### src/rtl/result_bus_arbiter_pkg.sv
// rtl/result_bus_arbiter_pkg.sv - shared constants for the result bus arbiter
// Contents: default ROB tag width, result-source encodings used on cdb_src,
// number of sources, and the round-robin successor function.
package result_bus_arbiter_pkg;

    localparam int ROB_WIDTH_DEFAULT = 4;
    localparam int NUM_CDB_SRC       = 3;

    localparam logic [1:0] SRC_ALU1 = 2'd0;
    localparam logic [1:0] SRC_ALU2 = 2'd1;
    localparam logic [1:0] SRC_LSB  = 2'd2;

    // Successor of source k in the three-way rotation (k+1 mod 3).
    function automatic logic [1:0] next_src(input logic [1:0] k);
        return (k >= SRC_LSB) ? SRC_ALU1 : k + 2'd1;
    endfunction

endpackage

### src/rtl/result_bus_arbiter_if.sv
// rtl/result_bus_arbiter_if.sv - result sources / common data bus interface
// master: driven by the pipeline (control, source offers), observes ready/cdb_*.
// slave : the arbiter; consumes offers and control, drives ready/cdb_*/conflict_cnt.
interface result_bus_arbiter_if #(
    parameter int ROB_WIDTH = result_bus_arbiter_pkg::ROB_WIDTH_DEFAULT
) ();
    import result_bus_arbiter_pkg::*;

    logic                 rdy_in;
    logic                 clear_signal;

    logic                 valid_alu_1;
    logic                 valid_alu_2;
    logic                 valid_lsb;
    logic [31:0]          value_alu_1;
    logic [31:0]          value_alu_2;
    logic [31:0]          value_lsb;
    logic [ROB_WIDTH-1:0] tag_alu_1;
    logic [ROB_WIDTH-1:0] tag_alu_2;
    logic [ROB_WIDTH-1:0] tag_lsb;
    logic                 ready_alu_1;
    logic                 ready_alu_2;
    logic                 ready_lsb;

    logic                 cdb_valid;
    logic [31:0]          cdb_value;
    logic [ROB_WIDTH-1:0] cdb_tag;
    logic [1:0]           cdb_src;
    logic [31:0]          conflict_cnt;

    modport master (
        output rdy_in, clear_signal,
        output valid_alu_1, valid_alu_2, valid_lsb,
        output value_alu_1, value_alu_2, value_lsb,
        output tag_alu_1, tag_alu_2, tag_lsb,
        input  ready_alu_1, ready_alu_2, ready_lsb,
        input  cdb_valid, cdb_value, cdb_tag, cdb_src, conflict_cnt
    );

    modport slave (
        input  rdy_in, clear_signal,
        input  valid_alu_1, valid_alu_2, valid_lsb,
        input  value_alu_1, value_alu_2, value_lsb,
        input  tag_alu_1, tag_alu_2, tag_lsb,
        output ready_alu_1, ready_alu_2, ready_lsb,
        output cdb_valid, cdb_value, cdb_tag, cdb_src, conflict_cnt
    );

endinterface

### src/rtl/result_bus_arbiter_cdb_rr_arbiter.sv
// rtl/result_bus_arbiter_cdb_rr_arbiter.sv - combinational 3-way grant selector
// Ports: i_req (request per source), i_ptr (first source to consider),
//        o_gnt (one-hot grant), o_gnt_idx (encoded granted source).
// With i_ptr tied to SRC_ALU1 this degenerates to fixed priority ALU1>ALU2>LSB.
module cdb_rr_arbiter
    import result_bus_arbiter_pkg::*;
(
    input  logic [NUM_CDB_SRC-1:0] i_req,
    input  logic [1:0]             i_ptr,
    output logic [NUM_CDB_SRC-1:0] o_gnt,
    output logic [1:0]             o_gnt_idx
);

    always_comb begin
        logic [1:0] w_cand;
        logic       w_found;
        o_gnt     = '0;
        o_gnt_idx = SRC_ALU1;
        w_found   = 1'b0;
        // An out-of-range pointer restarts the scan at ALU1.
        w_cand    = (i_ptr > SRC_LSB) ? SRC_ALU1 : i_ptr;
        for (int i = 0; i < NUM_CDB_SRC; i++) begin
            if (!w_found && i_req[w_cand]) begin
                w_found         = 1'b1;
                o_gnt[w_cand]   = 1'b1;
                o_gnt_idx       = w_cand;
            end
            w_cand = next_src(w_cand);
        end
    end

endmodule

### src/rtl/result_bus_arbiter.sv
// rtl/result_bus_arbiter.sv - three-source result bus (CDB) arbiter
// Ports: clk_in, rst_in (synchronous, active-high), bus (slave modport):
//   rdy_in freezes all state when low; clear_signal flushes pending entries;
//   valid/value/tag_x offers with ready_x back-pressure; cdb_* registered
//   broadcast; conflict_cnt counts cycles with two or more pending entries.
// Macro CDB_ROUND_ROBIN_EN: round-robin grant with a rotating pointer;
//   undefined gives fixed priority ALU1 > ALU2 > LSB and no pointer register.
module result_bus_arbiter
    import result_bus_arbiter_pkg::*;
#(
    parameter int ROB_WIDTH = ROB_WIDTH_DEFAULT
) (
    input  logic                 clk_in,
    input  logic                 rst_in,
    result_bus_arbiter_if.slave  bus
);

    logic [NUM_CDB_SRC-1:0] r_pend_valid;
    logic [31:0]            r_pend_value [NUM_CDB_SRC];
    logic [ROB_WIDTH-1:0]   r_pend_tag   [NUM_CDB_SRC];

    logic                   r_cdb_valid;
    logic [31:0]            r_cdb_value;
    logic [ROB_WIDTH-1:0]   r_cdb_tag;
    logic [1:0]             r_cdb_src;
    logic [31:0]            r_conflict_cnt;

    logic [NUM_CDB_SRC-1:0] w_in_valid;
    logic [31:0]            w_in_value [NUM_CDB_SRC];
    logic [ROB_WIDTH-1:0]   w_in_tag   [NUM_CDB_SRC];
    logic [NUM_CDB_SRC-1:0] w_ready;
    logic [NUM_CDB_SRC-1:0] w_accept;
    logic [NUM_CDB_SRC-1:0] w_gnt;
    logic [1:0]             w_gnt_idx;
    logic [1:0]             w_ptr;
    logic                   w_any_gnt;
    logic                   w_conflict;
    logic [31:0]            w_gnt_value;
    logic [ROB_WIDTH-1:0]   w_gnt_tag;

    assign w_in_valid    = {bus.valid_lsb, bus.valid_alu_2, bus.valid_alu_1};
    assign w_in_value[0] = bus.value_alu_1;
    assign w_in_value[1] = bus.value_alu_2;
    assign w_in_value[2] = bus.value_lsb;
    assign w_in_tag[0]   = bus.tag_alu_1;
    assign w_in_tag[1]   = bus.tag_alu_2;
    assign w_in_tag[2]   = bus.tag_lsb;

    cdb_rr_arbiter u_arb (
        .i_req     (r_pend_valid),
        .i_ptr     (w_ptr),
        .o_gnt     (w_gnt),
        .o_gnt_idx (w_gnt_idx)
    );

    assign w_any_gnt  = |w_gnt;
    assign w_conflict = (r_pend_valid[0] & r_pend_valid[1]) |
                        (r_pend_valid[0] & r_pend_valid[2]) |
                        (r_pend_valid[1] & r_pend_valid[2]);

    // A slot can take a new offer when empty or when it is being drained this edge.
    assign w_ready  = {NUM_CDB_SRC{bus.rdy_in & ~bus.clear_signal}} & (~r_pend_valid | w_gnt);
    assign w_accept = w_in_valid & w_ready;

    always_comb begin
        w_gnt_value = r_pend_value[0];
        w_gnt_tag   = r_pend_tag[0];
        case (w_gnt_idx)
            SRC_ALU2: begin
                w_gnt_value = r_pend_value[1];
                w_gnt_tag   = r_pend_tag[1];
            end
            SRC_LSB: begin
                w_gnt_value = r_pend_value[2];
                w_gnt_tag   = r_pend_tag[2];
            end
            default: ;
        endcase
    end

`ifdef CDB_ROUND_ROBIN_EN
    logic [1:0] r_rr_ptr;

    always_ff @(posedge clk_in) begin
        if (rst_in) begin
            r_rr_ptr <= SRC_ALU1;
        end else if (bus.rdy_in && !bus.clear_signal && w_any_gnt) begin
            r_rr_ptr <= next_src(w_gnt_idx);
        end
    end

    assign w_ptr = r_rr_ptr;
`else
    assign w_ptr = SRC_ALU1;
`endif

    always_ff @(posedge clk_in) begin
        if (rst_in) begin
            r_pend_valid <= '0;
            for (int i = 0; i < NUM_CDB_SRC; i++) begin
                r_pend_value[i] <= '0;
                r_pend_tag[i]   <= '0;
            end
            r_cdb_valid    <= 1'b0;
            r_cdb_value    <= '0;
            r_cdb_tag      <= '0;
            r_cdb_src      <= SRC_ALU1;
            r_conflict_cnt <= '0;
        end else if (bus.rdy_in) begin
            if (bus.clear_signal) begin
                r_pend_valid <= '0;
                r_cdb_valid  <= 1'b0;
            end else begin
                for (int i = 0; i < NUM_CDB_SRC; i++) begin
                    // A new offer on the granted slot reloads it instead of emptying it.
                    if (w_accept[i]) begin
                        r_pend_valid[i] <= 1'b1;
                        r_pend_value[i] <= w_in_value[i];
                        r_pend_tag[i]   <= w_in_tag[i];
                    end else if (w_gnt[i]) begin
                        r_pend_valid[i] <= 1'b0;
                    end
                end
                r_cdb_valid <= w_any_gnt;
                if (w_any_gnt) begin
                    r_cdb_value <= w_gnt_value;
                    r_cdb_tag   <= w_gnt_tag;
                    r_cdb_src   <= w_gnt_idx;
                end
                if (w_conflict) begin
                    r_conflict_cnt <= r_conflict_cnt + 32'd1;
                end
            end
        end
    end

    assign bus.ready_alu_1  = w_ready[0];
    assign bus.ready_alu_2  = w_ready[1];
    assign bus.ready_lsb    = w_ready[2];
    assign bus.cdb_valid    = r_cdb_valid;
    assign bus.cdb_value    = r_cdb_value;
    assign bus.cdb_tag      = r_cdb_tag;
    assign bus.cdb_src      = r_cdb_src;
    assign bus.conflict_cnt = r_conflict_cnt;

endmodule

### src/flat_wrapper.sv
// flat-port wrapper written by rule: the top's interface ports become plain ports
module result_bus_arbiter_flat import result_bus_arbiter_pkg::*;
#(
    parameter int ROB_WIDTH = ROB_WIDTH_DEFAULT
)
  (clk_in, rst_in, bus_rdy_in, bus_clear_signal, bus_valid_alu_1, bus_valid_alu_2, bus_valid_lsb, bus_value_alu_1, bus_value_alu_2, bus_value_lsb, bus_tag_alu_1, bus_tag_alu_2, bus_tag_lsb, bus_ready_alu_1, bus_ready_alu_2, bus_ready_lsb, bus_cdb_valid, bus_cdb_value, bus_cdb_tag, bus_cdb_src, bus_conflict_cnt);
  result_bus_arbiter_if #(.ROB_WIDTH(ROB_WIDTH)) bus_i ();
  input  logic clk_in;
  input  logic rst_in;
  input wire logic [$bits(bus_i.rdy_in)-1:0] bus_rdy_in;
  input wire logic [$bits(bus_i.clear_signal)-1:0] bus_clear_signal;
  input wire logic [$bits(bus_i.valid_alu_1)-1:0] bus_valid_alu_1;
  input wire logic [$bits(bus_i.valid_alu_2)-1:0] bus_valid_alu_2;
  input wire logic [$bits(bus_i.valid_lsb)-1:0] bus_valid_lsb;
  input wire logic [$bits(bus_i.value_alu_1)-1:0] bus_value_alu_1;
  input wire logic [$bits(bus_i.value_alu_2)-1:0] bus_value_alu_2;
  input wire logic [$bits(bus_i.value_lsb)-1:0] bus_value_lsb;
  input wire logic [$bits(bus_i.tag_alu_1)-1:0] bus_tag_alu_1;
  input wire logic [$bits(bus_i.tag_alu_2)-1:0] bus_tag_alu_2;
  input wire logic [$bits(bus_i.tag_lsb)-1:0] bus_tag_lsb;
  output wire logic [$bits(bus_i.ready_alu_1)-1:0] bus_ready_alu_1;
  output wire logic [$bits(bus_i.ready_alu_2)-1:0] bus_ready_alu_2;
  output wire logic [$bits(bus_i.ready_lsb)-1:0] bus_ready_lsb;
  output wire logic [$bits(bus_i.cdb_valid)-1:0] bus_cdb_valid;
  output wire logic [$bits(bus_i.cdb_value)-1:0] bus_cdb_value;
  output wire logic [$bits(bus_i.cdb_tag)-1:0] bus_cdb_tag;
  output wire logic [$bits(bus_i.cdb_src)-1:0] bus_cdb_src;
  output wire logic [$bits(bus_i.conflict_cnt)-1:0] bus_conflict_cnt;
  assign bus_i.rdy_in = bus_rdy_in;
  assign bus_i.clear_signal = bus_clear_signal;
  assign bus_i.valid_alu_1 = bus_valid_alu_1;
  assign bus_i.valid_alu_2 = bus_valid_alu_2;
  assign bus_i.valid_lsb = bus_valid_lsb;
  assign bus_i.value_alu_1 = bus_value_alu_1;
  assign bus_i.value_alu_2 = bus_value_alu_2;
  assign bus_i.value_lsb = bus_value_lsb;
  assign bus_i.tag_alu_1 = bus_tag_alu_1;
  assign bus_i.tag_alu_2 = bus_tag_alu_2;
  assign bus_i.tag_lsb = bus_tag_lsb;
  assign bus_ready_alu_1 = bus_i.ready_alu_1;
  assign bus_ready_alu_2 = bus_i.ready_alu_2;
  assign bus_ready_lsb = bus_i.ready_lsb;
  assign bus_cdb_valid = bus_i.cdb_valid;
  assign bus_cdb_value = bus_i.cdb_value;
  assign bus_cdb_tag = bus_i.cdb_tag;
  assign bus_cdb_src = bus_i.cdb_src;
  assign bus_conflict_cnt = bus_i.conflict_cnt;
  result_bus_arbiter #(.ROB_WIDTH(ROB_WIDTH)) u_core (.clk_in(clk_in), .rst_in(rst_in), .bus(bus_i));
endmodule
### config.mk
export PLATFORM = sky130hd
export DESIGN_NAME = result_bus_arbiter_flat
export DESIGN_NICKNAME = d
export VERILOG_FILES = /design/src/rtl/result_bus_arbiter_pkg.sv /design/src/rtl/result_bus_arbiter_if.sv /design/src/rtl/result_bus_arbiter_cdb_rr_arbiter.sv /design/src/rtl/result_bus_arbiter.sv /design/src/flat_wrapper.sv
export SDC_FILE = /design/constraint.sdc
export NUM_CORES = 1
export LEC_CHECK = 0
export BUFFER_PORTS_ARGS = -buffer_cell sky130_fd_sc_hd__buf_2
export CAP_MARGIN = 20
export CORE_MARGIN = 3
export CORE_UTILIZATION = 45
export CTS_CLUSTER_DIAMETER = 40
export DETAILED_ROUTE_END_ITERATION = 8
export PLACE_DENSITY = 0.75
export SLEW_MARGIN = 30
export SYNTH_ARGS = -nofsm -noshare
export SYNTH_HDL_FRONTEND = slang
export SYNTH_SLANG_ARGS = --single-unit
### constraint.sdc
create_clock -name clk_in -period 6.4 [get_ports clk_in]
set_input_delay 0.64 -clock clk_in [delete_from_list [all_inputs] [get_ports clk_in]]
set_output_delay 0.64 -clock clk_in [all_outputs]
set_load 0.01 [all_outputs]
# Yosys cells after proc, flatten, opt, wreduce, memory -nomap -nowiden
# Memory sizes are Yosys's and may differ from the RTL's.
# Cells that the tools add are included.
[classes]
muxes = 40
n_addsub = 1
n_reduce_logical = 13
n_eq_ne = 2
n_bitwise = 17
[ops]
columns = ["cell", "count"]
rows = [
  ["$mux 32", 3],
  ["$pmux 32 s2", 1],
  ["$add 32x1->32 const B", 1],
  ["$mux 1", 28],
  ["$mux 4", 3],
  ["$reduce_bool 3->1", 3],
  ["$or 1x1->1", 8],
  ["$pmux 4 s2", 1],
  ["$and 3x3->3", 2],
  ["$mux 3", 2],
  ["$reduce_and 2->1", 3],
  ["$reduce_and 3->1", 2],
  ["$and 1x1->1", 4],
  ["$mux 2", 2],
  ["$not 3->3", 1],
  ["$or 3x3->3", 1],
  ["$reduce_or 3->1", 1],
  ["$eq 2x1->1 const B", 1],
  ["$eq 2x2->1 const B", 1],
  ["$logic_and 1x1->1", 2],
  ["$logic_not 1->1", 2],
  ["$not 1->1", 1],
]
[word_totals]
mem_count = 2
ff_bits = 74
mem_bits_rw = 108
in_bits = 115
output_inout_bits = 74
word_cells = 83
[mem_list]
columns = ["memory", "depth", "width", "rd", "rd_ports_with_merged_regs", "wr", "line_no", "text"]
rows = [
  ["u_core.r_pend_value", 3, 32, 3, 0, 3, "result_bus_arbiter.sv:19", "logic [31:0] r_pend_value [NUM_CDB_SRC];"],
  ["u_core.r_pend_tag", 3, 4, 3, 0, 3, "result_bus_arbiter.sv:20", "logic [ROB_WIDTH-1:0] r_pend_tag [NUM_CDB_SRC];"],
]

# Logic depth before layout (Yosys ltp)
[depth]
depth_word = 16
mapped_depth = 8
ltp_nobuf = 5

# By module
# Synthesis repeated with hierarchy kept, for this count alone.
[hier_totals]
cells_unflattened = 741
hier_area_um2 = 8131.5
[by_module_without_submodules]
columns = ["module", "area_per_inst_um2", "cells_each", "seq_area_each_um2", "instances"]
rows = [
  ["result_bus_arbiter", 7873.8, 703, 4724.5, 1],
  ["cdb_rr_arbiter", 257.7, 38, 0.0, 1],
]

# Worst setup path before layout
# OpenSTA, ideal clock, no wires.
[synth_timing]
kind = "input to register"
from = "input port bus_clear_signal"
to = "memory u_core.r_pend_tag[0][10] (netlist bit), enable pin"
cell_stages = 5
required_ps = 6008
arrival_time_ps = 2377
slack_ps = 3631
setup_time_ps = 392
path_buffers = 1
cell_sequence = "nand2b_1 > inv_1 > buf_1 > o21a_1 > a21o_1"
[synth_lines]
columns = ["item", "line_no", "text"]
rows = [
  ["start, declared", "flat_wrapper.sv:11", "input wire logic [$bits(bus_i.clear_signal)-1:0] bus_clear_signal;"],
  ["end, declared", "result_bus_arbiter.sv:20", ""],
]

# Final worst setup path
[layout_timing]
from = "input port bus_clear_signal"
to = "register u_core.r_conflict_cnt[28], in the netlist u_core.bus.conflict_cnt[28]"
[layout_between]
elab_chain_len = 2
[layout_lines]
columns = ["item", "line_no", "text"]
rows = [
  ["$not 1->1 (no line)", "--", ""],
  ["$reduce_and 3->1 (no line)", "--", ""],
  ["end signal, assigned", "result_bus_arbiter.sv:131", "r_conflict_cnt <= r_conflict_cnt + 32'd1;"],
  ["end, declared", "result_bus_arbiter.sv:26", "logic [31:0] r_conflict_cnt;"],
]
# Every way passes these cells.
# A chain may end at the register's enable or synchronous reset.

==> impl_results.html <==
<table>
<tr><th>Metric</th><th>Value</th></tr>
<tr><th colspan="2">Status</th></tr>
<tr><td>Run status</td><td>finished clean</td></tr>
<tr><th colspan="2">Power and ir drop</th></tr>
<tr><td>P_leak</td><td>3.67 nW</td></tr>
<tr><td>PD cells</td><td>266 mW/mm²</td></tr>
<tr><td>Maximum vdd ir drop</td><td>0.000201 V</td></tr>
<tr><th colspan="2">Drt</th></tr>
<tr><td>Post-detailed-route via-to-cell ratio</td><td>5.49</td></tr>
<tr><td>Routed WL</td><td>19,100 µm</td></tr>
<tr><td>Routed wirelength normalized by instance count</td><td>17.9 µm</td></tr>
<tr><td>Vias after detailed routing</td><td>5,861</td></tr>
<tr><td>Number of DRC markers in iteration 0</td><td>414</td></tr>
<tr><td>Length of the first detailed-routing pass in iterations</td><td>5</td></tr>
<tr><td>DRT antenna net count</td><td>0</td></tr>
<tr><td>Residual DRC</td><td>0</td></tr>
<tr><th colspan="2">Min path</th></tr>
<tr><td>Class of the most critical hold timing path</td><td>reg2reg</td></tr>
<tr><td>Endpoint of the worst hold-timing path</td><td>u_core.bus.cdb_tag[2]$_SDFFE_PP0P_</td></tr>
<tr><td>Cell depth of the worst hold path</td><td>2</td></tr>
<tr><td>Hold path startpoint</td><td>u_core.bus.cdb_tag[2]$_SDFFE_PP0P_</td></tr>
<tr><th colspan="2">Placement</th></tr>
<tr><td>Count of buffers inserted at the top-level ports</td><td>188</td></tr>
<tr><td>Placed standard-cell area</td><td>0.00879 mm²</td></tr>
<tr><td>GP Congestion</td><td>0.804</td></tr>
<tr><td>Half-perimeter wire length of the detailed placement result</td><td>12,500 µm</td></tr>
<tr><th colspan="2">CTS</th></tr>
<tr><td>H-tree lvl count</td><td>4</td></tr>
<tr><td>Post-CTS setup-driven buffer insertion count</td><td>0</td></tr>
<tr><td>Number of clock buffers inserted by TritonCTS</td><td>17</td></tr>
<tr><td>Worst skew pair latency</td><td>430 ps</td></tr>
<tr><td>Cell chosen for the clock root</td><td>sky130_fd_sc_hd__clkbuf_16</td></tr>
<tr><td>TritonCTS clock tree</td><td>built</td></tr>
<tr><td>Max Buffers Root-to-Sink</td><td>2</td></tr>
<tr><td>Clock transition time at the flip-flop clock pins of the worst setup and hold paths</td><td>70 ps</td></tr>
<tr><td>Post-CTS resize count</td><td>0</td></tr>
<tr><td>Number of buffers inserted for hold repair after clock tree synthesis</td><td>0</td></tr>
<tr><td>CTS sink cnt</td><td>182</td></tr>
<tr><th colspan="2">GRT</th></tr>
<tr><td>Largest net degree at the start of global routing</td><td>109</td></tr>
<tr><td>Global-route wire length before repair</td><td>29,300 µm</td></tr>
<tr><td>Initial antenna violation count</td><td>0</td></tr>
<tr><td>All-layer global routing usage</td><td>20.3%</td></tr>
<tr><td>Vias in the first global route</td><td>5,611</td></tr>
<tr><td>Global-route congestion overflow total</td><td>0</td></tr>
<tr><th colspan="2">Synthesis</th></tr>
<tr><td>Post-synthesis instance area</td><td>0.00768 mm²</td></tr>
<tr><td>Average cell area after synthesis</td><td>11.5 µm²</td></tr>
<tr><td>Warnings from Yosys</td><td>0</td></tr>
<tr><td>Synth Register Bits</td><td>182</td></tr>
<tr><td>Number of synthesized flops with an enable pin</td><td>108</td></tr>
<tr><td>Number of standard cells after synthesis</td><td>669</td></tr>
<tr><td>Synthesized net count</td><td>785</td></tr>
<tr><td>Async SR Flop Fraction</td><td>0%</td></tr>
<tr><td>Part of the Yosys area used for sequential elements</td><td>61.5%</td></tr>
<tr><td>Number of distinct library cells after synthesis</td><td>49</td></tr>
<tr><td>Top FF cell, synth</td><td>sky130_fd_sc_hd__edfxtp_1</td></tr>
<tr><th colspan="2">Die</th></tr>
<tr><td>Boundary Pins</td><td>189</td></tr>
<tr><td>Initial standard-cell utilization of the core</td><td>46.2%</td></tr>
<tr><td>Standard-cell row count</td><td>47</td></tr>
<tr><td>Horizontal die dimension</td><td>137 µm</td></tr>
<tr><td>Die boundary height</td><td>137 µm</td></tr>
<tr><td>Placeable core region</td><td>0.0166 mm²</td></tr>
<tr><td>Total die area</td><td>0.0187 mm²</td></tr>
<tr><th colspan="2">Critical path</th></tr>
<tr><td>Setup slack, reg-to-reg</td><td>3770 ps</td></tr>
<tr><td>Cell at the slowest stage of the critical path</td><td>sky130_fd_sc_hd__or4_1</td></tr>
<tr><td>CP required</td><td>6760 ps</td></tr>
<tr><td>Cells traversed along the worst timing path</td><td>buf_2 -&gt; nand2b_1 -&gt; inv_1 -&gt; nand4_1 -&gt; or4_1 -&gt; a21oi_1</td></tr>
<tr><td>R2R Path End</td><td>u_core.bus.conflict_cnt[25]$_SDFFE_PP0P_</td></tr>
<tr><td>Worst r2r path cells</td><td>4</td></tr>
<tr><td>Delay of the slowest critical-path stage</td><td>700 ps</td></tr>
<tr><td>Reg2reg start</td><td>u_core.r_pend_valid[1]$_SDFFE_PP0P_</td></tr>
<tr><td>Startpoint-to-endpoint class of the critical path</td><td>in2reg</td></tr>
<tr><td>Largest driver fanout on the critical path</td><td>21</td></tr>
<tr><td>Arrival time at the worst endpoint</td><td>3010 ps</td></tr>
<tr><td>Crit path capture type</td><td>flip-flop</td></tr>
<tr><td>Startpoint types</td><td>input pin</td></tr>
<tr><th colspan="2">Final layout</th></tr>
<tr><td>Finished Cell Area</td><td>0.00939 mm²</td></tr>
<tr><td>Total Nets Final</td><td>950</td></tr>
<tr><td>Inserted Diodes</td><td>0</td></tr>
<tr><td>Layout area overhead</td><td>22.3%</td></tr>
<tr><td>Share of post-route cells with drive strength above 1</td><td>28.7%</td></tr>
<tr><th colspan="2">Timing</th></tr>
<tr><td>RSZ-0062 raised after global routing</td><td>no</td></tr>
<tr><td>Peak Freq</td><td>0.377 GHz</td></tr>
<tr><td>Final setup vio count</td><td>0</td></tr>
<tr><td>Final Skew</td><td>8.95 ps</td></tr>
<tr><td>Relative slew slack</td><td>42.4%</td></tr>
<tr><td>Actual transition at the worst max-transition pin</td><td>863 ps</td></tr>
<tr><td>Setup Total Neg Slack</td><td>0 ps</td></tr>
<tr><td>Final min period</td><td>2650 ps</td></tr>
<tr><td>Count of pins over their slew limit</td><td>0</td></tr>
<tr><td>Fraction of the cycle the final worst path needs</td><td>41.4%</td></tr>
<tr><td>Final hold violation count</td><td>0</td></tr>
<tr><th colspan="2">Run</th></tr>
<tr><td>Number of max-capacitance violations reported</td><td>0</td></tr>
</table>
-- per-stage QoR --
| stage | std cells | util (%) | hold slack [ps] | setup WS [ps] | power (mW) |
|---|---|---|---|---|---|
| floorplan | 669 | - | 476 | 3630 | 1.42 |
| CTS | 1067 | 56.3 | 451 | 3800 | 2.51 |
| global route | 1067 | 56.4 | 475 | 3540 | 2.58 |
| finish | 1067 | 56.4 | 450 | 3750 | 2.50 |
| global placement | 1035 | 52.7 | 436 | 3460 | 1.49 |
| detailed placement | 1035 | 52.8 | 442 | 3390 | 1.49 |
-- layout make-up --
class / instances / area [µm²]
fillers: 1411 / 7250
flip-flops and latches: 182 / 4720
multi-input cells: 430 / 2790
repair buffers: 194 / 986
clock buffers: 23 / 500
well taps: 220 / 275
clock inverters: 9 / 86.3
inverters: 9 / 33.8
-- critical path: cells and delay by family --
family          cells  cell delay, ps
simple gates        3            1660
buf+inv             2             560
compound gates      1             140
-- worst max-delay path by stage --
stage | from | to | slack, ps | depth (start not counted)
after floorplan | bus_clear_signal | u_core.r_pend_tag[0][10]$_SDFFCE_PN0P_ | 3630 | 5
after global placement | bus_clear_signal | u_core.bus.conflict_cnt[28]$_SDFFE_PP0P_ | 3460 | 6
after detailed placement | bus_clear_signal | u_core.bus.conflict_cnt[28]$_SDFFE_PP0P_ | 3390 | 6
after CTS | u_core.r_pend_valid[1]$_SDFFE_PP0P_ | u_core.bus.conflict_cnt[25]$_SDFFE_PP0P_ | 3800 | 4
after global routing | bus_clear_signal | u_core.bus.conflict_cnt[28]$_SDFFE_PP0P_ | 3540 | 6
final | bus_clear_signal | u_core.bus.conflict_cnt[28]$_SDFFE_PP0P_ | 3750 | 6
-- flip-flops by register name (all words and copies together), names as in the netlist --
register                 cells
u_core.bus.cdb_src           2
u_core.bus.cdb_tag           4
u_core.bus.cdb_valid         1
u_core.bus.cdb_value        32
u_core.bus.conflict_cnt     32
u_core.r_pend_tag           12
u_core.r_pend_valid          3
u_core.r_pend_value         96
-- logic make-up after synthesis --
logic type / count (synthesis) / synth area share, %
buf+inv: 57 / 2.98
xor+xnor: 7 / 0.798
simple gates: 248 / 18.7
compound gates: 171 / 15.4
fa+ha+maj: 2 / 0.293
flops: 182 / 61.5
mux: 2 / 0.293
-- layout by cell type, fill, tap and decap left out, types with 16 or more instances in the layout --
cell type | synthesis | final
sky130_fd_sc_hd__edfxtp_1 | 108 | 108
sky130_fd_sc_hd__a21oi_1 | 65 | 64
sky130_fd_sc_hd__o221ai_1 | 22 | 22
sky130_fd_sc_hd__buf_2 | 4 | 188
sky130_fd_sc_hd__nand2_1 | 49 | 49
sky130_fd_sc_hd__dfxtp_1 | 74 | 74
sky130_fd_sc_hd__a22oi_1 | 16 | 16
sky130_fd_sc_hd__o22a_1 | 22 | 22
sky130_fd_sc_hd__and2_1 | 110 | 110
sky130_fd_sc_hd__clkbuf_16 | 0 | 19
-- synthesized netlist by cell type, drive strengths merged (7+ instances only) --
library cell  instances  area [µm²]
inv                   9        33.8
or4                  14         113
buf                   8        42.5
nor2                 16        60.1
a21oi                65         325
o31ai                12        90.1
dfxtp                74        1480
or3                   8        51.3
and2                110         688
o22a                 22         193
o221ai               22         193
nand2                49         184
nand4                12        90.1
a22o                 15         131
a22oi                16         120
edfxtp              108        3240
o21ai                 9        45.0
clkbuf               40         153
nand2b                7        43.8
nand3                10        55.1
-- power by group --
part           switching [mW]  internal (mW)  total, mW
clock                   0.437          0.595       1.03
sequential             0.0188           1.29       1.31
combinational          0.0920         0.0644      0.156
total                   0.548           1.95       2.50
-- routing by layer --
| layer | up-vias | GRT usage, % | share of wire [%] |
|---|---|---|---|
| met4 | 0 | 6.66 | 1.3 |
| met2 | 239 | 32.1 | 48 |
| met1 | 2796 | 28.2 | 43 |
| met3 | 22 | 4.08 | 7.4 |
| met5 | - | 0 | 0 |
| li1 | 2804 | - | - |
Note: power is estimated with default switching activity, not from simulation.
